--- src/rtl/adc_pkg.sv ---
// Shared types and frame constants for the MCP3204 SPI sampler.
// Used by adc_spi_sampler (optional build macro: ADC_SCAN_EN).
package adc_pkg;

  typedef enum logic [2:0] {IDLE, SETUP, SHIFT, DONE, HOLD} state_t;

  localparam int ADC_BITS       = 12;
  localparam int FRAME_BITS     = 19;
  localparam int FIRST_DATA_BIT = 8;
  localparam int CMD_BITS       = 5;

  // Command bit n (1-based): start, SGL/DIFF, D2=0, D1, D0; zero afterwards.
  function automatic logic cmd_bit(input logic [4:0] n, input logic sgl,
                                   input logic [1:0] ch);
    logic b;
    case (n)
      5'd1:    b = 1'b1;
      5'd2:    b = sgl;
      5'd3:    b = 1'b0;
      5'd4:    b = ch[1];
      5'd5:    b = ch[0];
      default: b = 1'b0;
    endcase
    if (n > 5'(CMD_BITS)) b = 1'b0;
    return b;
  endfunction

endpackage

--- src/rtl/spi_clk_div.sv ---
// SCLK half-period divider: one-clk tick every CLK_DIV clks while en is high.
// Held cleared whenever en is low, so each frame starts from a fresh count.
module spi_clk_div #(
  parameter int CLK_DIV = 250
) (
  input  logic clk,
  input  logic rst,
  input  logic en,
  output logic tick
);

  localparam int CW = $clog2(CLK_DIV);
  localparam logic [CW-1:0] LAST = CW'(CLK_DIV - 1);

  logic [CW-1:0] cnt;

  assign tick = en && (cnt == LAST);

  always_ff @(posedge clk or negedge rst) begin
    if (!rst)             cnt <= '0;
    else if (!en || tick) cnt <= '0;
    else                  cnt <= cnt + 1'b1;
  end

endmodule

--- src/rtl/adc_spi_sampler.sv ---
// SPI master for the MCP3204: one 19-bit frame per accepted start, 12-bit result out.
// Build macro ADC_SCAN_EN: ignore channel input and scan channels 0,1,2,3,0...
module adc_spi_sampler
  import adc_pkg::*;
#(
  parameter int   CLK_DIV = 250,
  parameter int   CS_IDLE = 50,
  parameter logic SGL     = 1'b1
) (
  input  logic                clk,
  input  logic                rst,
  input  logic                start,
  input  logic [1:0]          channel,
  output logic                busy,
  output logic                cs_n,
  output logic                sclk,
  output logic                mosi,
  input  logic                miso,
  output logic [ADC_BITS-1:0] sample,
  output logic [1:0]          sample_ch,
  output logic                sample_valid
);

  localparam logic [4:0] FIRST_BIT = 5'(FIRST_DATA_BIT);
  localparam logic [4:0] LAST_BIT  = 5'(FRAME_BITS);
  localparam logic [9:0] HOLD_LAST = 10'(CS_IDLE - 1);

  state_t              state;
  logic                tick;
  logic                div_en;
  logic [4:0]          bit_cnt;
  logic [4:0]          bit_nxt;
  logic [9:0]          hold_cnt;
  logic [1:0]          ch_q;
  logic                cap_p;
  logic                miso_p0;
  logic                miso_p1;
  logic [ADC_BITS-1:0] sr;

  assign div_en  = (state == SETUP) || (state == SHIFT);
  assign bit_nxt = bit_cnt + 5'd1;

  spi_clk_div #(.CLK_DIV(CLK_DIV)) u_div (
    .clk  (clk),
    .rst  (rst),
    .en   (div_en),
    .tick (tick)
  );

`ifdef ADC_SCAN_EN
  logic unused_channel;
  assign unused_channel = ^channel;
`endif

  // miso synchroniser (p0, p1); capture happens the clk after each sclk rise
  // so that two sync flops fit even at the smallest divider.
  always_ff @(posedge clk) begin
    {miso_p1, miso_p0} <= {miso_p0, miso};
    if (cap_p) sr <= {sr[ADC_BITS-2:0], miso_p1};
  end

  always_ff @(posedge clk or negedge rst) begin
    if (!rst) begin
      state        <= IDLE;
      busy         <= 1'b0;
      cs_n         <= 1'b1;
      sclk         <= 1'b0;
      mosi         <= 1'b0;
      bit_cnt      <= '0;
      hold_cnt     <= '0;
      ch_q         <= '0;
      cap_p        <= 1'b0;
      sample       <= '0;
      sample_ch    <= '0;
      sample_valid <= 1'b0;
    end else begin
      sample_valid <= 1'b0;
      cap_p        <= 1'b0;
      case (state)
        IDLE: begin
          if (start) begin
            busy    <= 1'b1;
            cs_n    <= 1'b0;
            sclk    <= 1'b0;
            mosi    <= 1'b1;
            bit_cnt <= '0;
`ifndef ADC_SCAN_EN
            ch_q    <= channel;
`endif
            state   <= SETUP;
          end
        end
        SETUP: begin
          if (tick) state <= SHIFT;
        end
        SHIFT: begin
          if (tick) begin
            sclk <= ~sclk;
            if (!sclk) begin
              bit_cnt <= bit_nxt;
              cap_p   <= (bit_nxt >= FIRST_BIT);
            end else if (bit_cnt == LAST_BIT) begin
              cs_n  <= 1'b1;
              mosi  <= 1'b0;
              state <= DONE;
            end else begin
              mosi <= cmd_bit(bit_nxt, SGL, ch_q);
            end
          end
        end
        DONE: begin
          sample       <= sr;
          sample_ch    <= ch_q;
          sample_valid <= 1'b1;
          hold_cnt     <= '0;
`ifdef ADC_SCAN_EN
          ch_q         <= ch_q + 2'd1;
`endif
          state        <= HOLD;
        end
        HOLD: begin
          if (hold_cnt == HOLD_LAST) begin
            busy     <= 1'b0;
            hold_cnt <= '0;
            state    <= IDLE;
          end else begin
            hold_cnt <= hold_cnt + 10'd1;
          end
        end
        default: state <= IDLE;
      endcase
    end
  end

endmodule

--- config.mk ---
export PLATFORM = sky130hd
export DESIGN_NAME = adc_spi_sampler
export DESIGN_NICKNAME = d
export VERILOG_FILES = /design/src/rtl/adc_pkg.sv /design/src/rtl/spi_clk_div.sv /design/src/rtl/adc_spi_sampler.sv
export SDC_FILE = /design/constraint.sdc
export NUM_CORES = 1
export LEC_CHECK = 0
export CAP_MARGIN = 15
export CORE_UTILIZATION = 55
export DETAILED_ROUTE_END_ITERATION = 7
export PLACE_DENSITY_LB_ADDON = 0.08
export SLEW_MARGIN = 20
export SYNTH_ARGS = -nofsm -noshare
export SYNTH_HDL_FRONTEND = slang
export SYNTH_HIERARCHICAL = 1
export SYNTH_SLANG_ARGS = --single-unit
--- constraint.sdc ---
create_clock -name clk -period 5.9 [get_ports clk]
set_input_delay 1.475 -clock clk [delete_from_list [all_inputs] [get_ports clk]]
set_output_delay 1.475 -clock clk [all_outputs]
set_load 0.02 [all_outputs]
==> results.toml, run 1 <==
[run_status]
outcome = "finished clean"

[synthesis]
synth.top_cell.area_share_pct = 41.1
yosysWarnings = 6
syn-cell-area_mm2 = 0.00286
synth_edf_count = 12
ys_seq_area_share_pct = 56.0
synth_flop_cell = "dfrtp_1"
yosysMostFrequentCell = "nand2_1"
ys_ff_latch = 62
synth_top_area_cell = "dfrtp_1"
synth-async-reset-ratio_pct = 77.4
netlist_instances = 282
syn-num-nets = 296
postSynthAreaPerCell_um2 = 10.2
synthTopCellsByArea = "dfrtp_1, edfxtp_1, nand2_1, ha_1, nand3_1"
yosysUniqueCellTypes = 52
synthTopCellsByCount = "nand2_1, dfrtp_1, nand3_1"

[clock_network]
post_cts_resized = 0
cts_buffers = 9
cts-htree-levels = 3
clock_latency_ns = 0.33
cts_setup_buffers = 0
cts_hold_buf = 0
cts_root_buf = "clkbuf_8"
clk_path_buf_depth = 2
cts_tree = "yes"
path_clk_slew_ns = 0.07
clkSinkCount = 62

[layout]
drive_above_1_share_pct = 7.32
fin_area_mm2 = 0.00334
diodes = 0
fillers = 383
fin_nets = 323
areaGrowthSynthToFinish_pct = 16.7

[place]
port_buffers = 24
hpwl_um = 3520
preCtsSetupSlack_ns = 2.98
gp_congestion = 0.865
placed_area_mm2 = 0.00315

[grt]
antenna_found_initial = 0
grt_pass1_vias = 1955
grt-ovfl-total = 0
grt_pass1_wl_um = 8870
grt_max_degree = 49
grtUsageTotal_pct = 21.5

[pwr]
p_sw_uw = 169
irDropWorstVdd_uv = 157
swShare_pct = 21.0
p_seq_share_pct = 54.3
power_density_mw_per_mm2 = 240
pwr-share-comb_pct = 1.3
internal-power_uw = 634
pwr-share-clk_pct = 44.4
p_leak_uw = 0.00152

[run]
maxCapViolations = 0

[worst_setup_path]
cp_data_required_time_ns = 6.16
worstPathMaxFanout = 12
critPathLaunchType = "flip-flop"
rr_worst_depth = 9
critPathKind = "flip-flop to flip-flop"
crit_arrival_ns = 3.26
crit_path_end_kind = "flip-flop"

[sta]
setup_viol = 0
tightest_slew_ns = 0.793
hold_viol = 0
worst_slack_ns = 2.90
fin_skew_ns = 0.00595
max_slew_margin_pct = 46.7
period_share_pct = 50.9
fin_tns_setup_ns = 0
period_minus_slack_ns = 3.00
fmax_mhz = 333
drv_slew = 0
rsz0062_at_grt = "no"

[hold_path]
holdPathStages = 0
worstHoldPathType = "flip-flop to flip-flop"

[routing]
dr.pass1.iters = 5
avgViaCountPerCell = 5.59
drtIter0Drc = 140
drc = 0
drtAntennaViolNets = 0
dr_total_vias = 2129
wl_per_cell_um = 14.0
routed_wirelength_um = 5340

[die]
fp.dieH_um = 74.1
dieWidth_um = 74.1
row_count = 25
io_pins = 25
die_area_mm2 = 0.00550
start_util_pct = 58.7
core_mm2 = 0.00488
## state kept, by name (all words and copies together), names as in the netlist, 2 cells and up
name / cells
sample_ch: 2
sample: 12
bit_cnt: 5
state: 3
u_div/cnt: 8
hold_cnt: 10
sr: 12
ch_q: 2
## cell families (layout without fill, tap and decap cells)
kind of cell	Yosys count	in the layout	share of synthesized area, %
flops	62	62	56.0
xor+xnor	7	7	2.14
simple gates	130	130	22.1
buf+inv	20	52	2.84
compound gates	52	52	12.3
mux	3	3	1.14
fa+ha+maj	8	8	3.50
## cell type report
type | instances | area [um2] | area share (%)
sequential | 62 | 1600 | 48.0
clock buffer | 11 | 131 | 3.93
multi-input combinational | 200 | 1180 | 35.3
tap | 67 | 83.8 | 2.51
timing repair buffer | 24 | 238 | 7.12
clock inverter | 5 | 60.1 | 1.80
inverter | 12 | 45.0 | 1.35
## power groups by stage
stage,clock [uW],sequential [uW],combinational (uW)
floorplan,0,444,0.250
global placement,0,444,10.4
detailed placement,0,444,10.5
CTS,366,436,10.5
global route,382,435,11.9
finish,356,436,10.1
## per-layer routing
metal  GRT usage, %  wire (um)  vias to the layer above
met2           32.2       2440                       44
met4           8.97         71                        0
met5              0          0                        -
met1           30.6       2650                     1027
li1               -          -                     1050
met3           4.47        180                        8
## path summary, 6_finish.rpt
kind / slack, ns / endpoint / from
max in group asynchronous: 4.33 / u_div/cnt[4]$_DFF_PN0_ / rst
worst min register to register: 0.33 / miso_p1$_DFF_P_ / miso_p0$_DFF_P_
min in group asynchronous: 1.15 / sample[11]$_DFFE_PN0P_ / rst
worst max register to register: 2.90 / state[0]$_DFFE_PN0P_ / state[0]$_DFFE_PN0P_
worst max-delay path: 2.90 / state[0]$_DFFE_PN0P_ / state[0]$_DFFE_PN0P_
worst min-delay path: 0.33 / miso_p1$_DFF_P_ / miso_p0$_DFF_P_
## critical path: stages (launching register included)
cell     delay, ns
dfrtp_1       0.49
inv_1         0.14
nand2_1       0.08
a21oi_1       0.54
inv_1         0.12
nor3_1        0.69
nand3_1       0.20
nor4_1        0.45
a21oi_1       0.14
nor2_1        0.09
## cell usage in the layout (no fill, tap or decap), types with 9 or more instances in the layout
cell type / instances
inv_1: 12
nand2_1: 64
edfxtp_1: 12
a21oi_1: 13
clkdlybuf4s50_1: 23
clkbuf_8: 9
nand3_1: 15
nor2_1: 13
o21ai_0: 12
dfrtp_1: 47
## metrics by stage
stage / instances / hold WS, ns / utilization (%) / power [uW]
detailed placement: 365 / 0.314 / 64.5 / 455
finish: 381 / 0.329 / 68.4 / 802
CTS: 381 / 0.331 / 68.4 / 812
global route: 381 / 0.336 / 68.4 / 829
floorplan: 282 / 0.310 / - / 444
global placement: 365 / 0.311 / 64.5 / 455
Note: power is estimated with default switching activity, not from simulation.
==> run 2, diff against run 1 <==
--- a/config.mk
+++ b/config.mk
@@ -6,7 +6,7 @@
 export NUM_CORES = 1
 export LEC_CHECK = 0
 export CAP_MARGIN = 15
-export CORE_UTILIZATION = 55
+export CORE_UTILIZATION = 51
 export DETAILED_ROUTE_END_ITERATION = 7
 export PLACE_DENSITY_LB_ADDON = 0.08
 export SLEW_MARGIN = 20
==> constraint.sdc (replaced) <==
create_clock -name clk -period 2.51 [get_ports clk]
set_input_delay 0.6275 -clock clk [delete_from_list [all_inputs] [get_ports clk]]
set_output_delay 0.6275 -clock clk [all_outputs]
set_load 0.02 [all_outputs]
==> results.toml, run 2 (same netlist as run 1, synthesis figures left out) <==
[run_status]
outcome = "finished clean"

[clock_network]
cts-htree-levels = 3
cts_hold_buf = 0
clk_path_buf_depth = 2
cts_setup_buffers = 0
path_clk_slew_ns = 0.07
cts_tree = "yes"
cts_buffers = 9
cts_root_buf = "clkbuf_8"
clkSinkCount = 62
post_cts_resized = 0
clock_latency_ns = 0.33

[routing]
drtAntennaViolNets = 0
dr_total_vias = 2143
dr.pass1.iters = 4
avgViaCountPerCell = 5.47
routed_wirelength_um = 5410
drtIter0Drc = 120
drc = 0
wl_per_cell_um = 13.8

[sta]
fin_skew_ns = 0.00930
max_slew_margin_pct = 59.9
fmax_mhz = 444
rsz0062_at_grt = "no"
period_share_pct = 89.8
worst_slack_ns = 0.256
setup_viol = 0
period_minus_slack_ns = 2.25
drv_slew = 0
hold_viol = 0
fin_tns_setup_ns = 0
tightest_slew_ns = 0.602

[die]
fp.dieH_um = 76.9
dieWidth_um = 76.9
die_area_mm2 = 0.00592
core_mm2 = 0.00527
start_util_pct = 54.3
io_pins = 25
row_count = 26

[worst_setup_path]
cp_cell_sequence = "inv_1, ha_1, and4b_4, nand2_1, nor3_1, nand3b_1, a211o_1, o21bai_1, o2bb2ai_1"
r2r-start = "u_div/cnt[1]$_DFF_PN0_"
cp_data_required_time_ns = 2.73
crit_buf_inv = 1
crit_slowest_cell = "dfrtp_1"
critPathLaunchType = "flip-flop"
startpoint = "u_div/cnt[1]$_DFF_PN0_"
cp_top_family = "simple AND/OR/NAND/NOR gates"
crit_arrival_ns = 2.47
worstPathMaxFanout = 5
crit_path_end_kind = "flip-flop"
critPathKind = "flip-flop to flip-flop"
slowest_delay_ns = 0.41

[layout]
fin_nets = 331
final_common_cell = "nand2_1"
final_core_util_pct = 64.6
diodes = 0
top_regs = "sample x12, sr x12, hold_cnt x10"
drive_above_1_share_pct = 10.2
areaGrowthSynthToFinish_pct = 19.0
final_cells = 392
most-common-layout-cells = "nand2_1, dfrtp_1, clkdlybuf4s50_1"

[hold_path]
worstHoldPathType = "flip-flop to flip-flop"
worstHoldStart = "miso_p0$_DFF_P_"

[pwr]
power.total_uw = 1910
p_leak_uw = 0.00157
irDropWorstVdd_uv = 282
power_density_mw_per_mm2 = 559

[place]
port_buffers = 24
hpwl_um = 3690
preCtsSetupSlack_ns = 0.301
placedCellCount = 376
gp_congestion = 0.796

[grt]
grt_max_degree = 49
antenna_found_initial = 0
grt_pass1_vias = 2064
grt_pass1_wl_um = 9490
grt-ovfl-total = 0
grtUsageTotal_pct = 20.9

[run]
maxCapViolations = 0
## run 2: changes by cell type in the layout (fill, tap and decap cells not counted)
cell	previous run	this run
buf_2	0	1
buf_4	1	8
clkbuf_1	2	0
clkinv_2	0	2
clkinv_4	0	2
clkinvlp_4	4	1
inv_6	0	1
## run 2: cell type report
cell class,count,area [um2]
well taps,70,87.6
flip-flops and latches,62,1600
fillers,436,1860
inverters,12,45.0
multi-input cells,200,1180
clock inverters,7,73.8
repair buffers,32,295
clock buffers,9,124
## run 2: power by group
| group | switching [uW] | internal, uW | leakage, uW | total [uW] |
|---|---|---|---|---|
| Combinational | 17.0 | 7.24 | 0.000733 | 24.2 |
| Sequential | 0.348 | 1020 | 0.000741 | 1020 |
| Clock | 397 | 461 | 0.0000996 | 858 |
## run 2: worst paths after layout
kind	end	slack, ns	depth (start not counted)
min	miso_p1$_DFF_P_	0.33	0
max in group asynchronous	sclk$_DFFE_PN0P_	1.71	2
min in group asynchronous	sample_valid$_DFF_PN0_	0.39	2
min reg2reg	miso_p1$_DFF_P_	0.33	0
max	bit_cnt[2]$_DFFE_PN0P_	0.26	9
max reg2reg	bit_cnt[2]$_DFFE_PN0P_	0.26	9
## run 2: through the flow
stage	hold WS, ns	instance area [um2]
5_1_grt	0.350	3410
2_1_floorplan	0.310	2860
6_report	0.328	3410
4_1_cts	0.331	3410
3_5_place_dp	0.314	3210
3_3_place_gp	0.310	3210
## run 2: worst reg2reg max path, cell delays in order (launching register included)
cell       delay (ns)
dfrtp_1          0.41
inv_1            0.07
ha_1             0.13
and4b_4          0.25
nand2_1          0.07
nor3_1           0.40
nand3b_1         0.12
a211o_1          0.38
o21bai_1         0.18
o2bb2ai_1        0.12
## run 2: routing by layer
metal,vias up,share of wire (%),track usage [%]
met1,1027,51,29.1
met4,0,1.0,9.04
met2,35,45,30.4
met3,5,3.2,5.71
met5,-,0,0
li1,1076,-,-
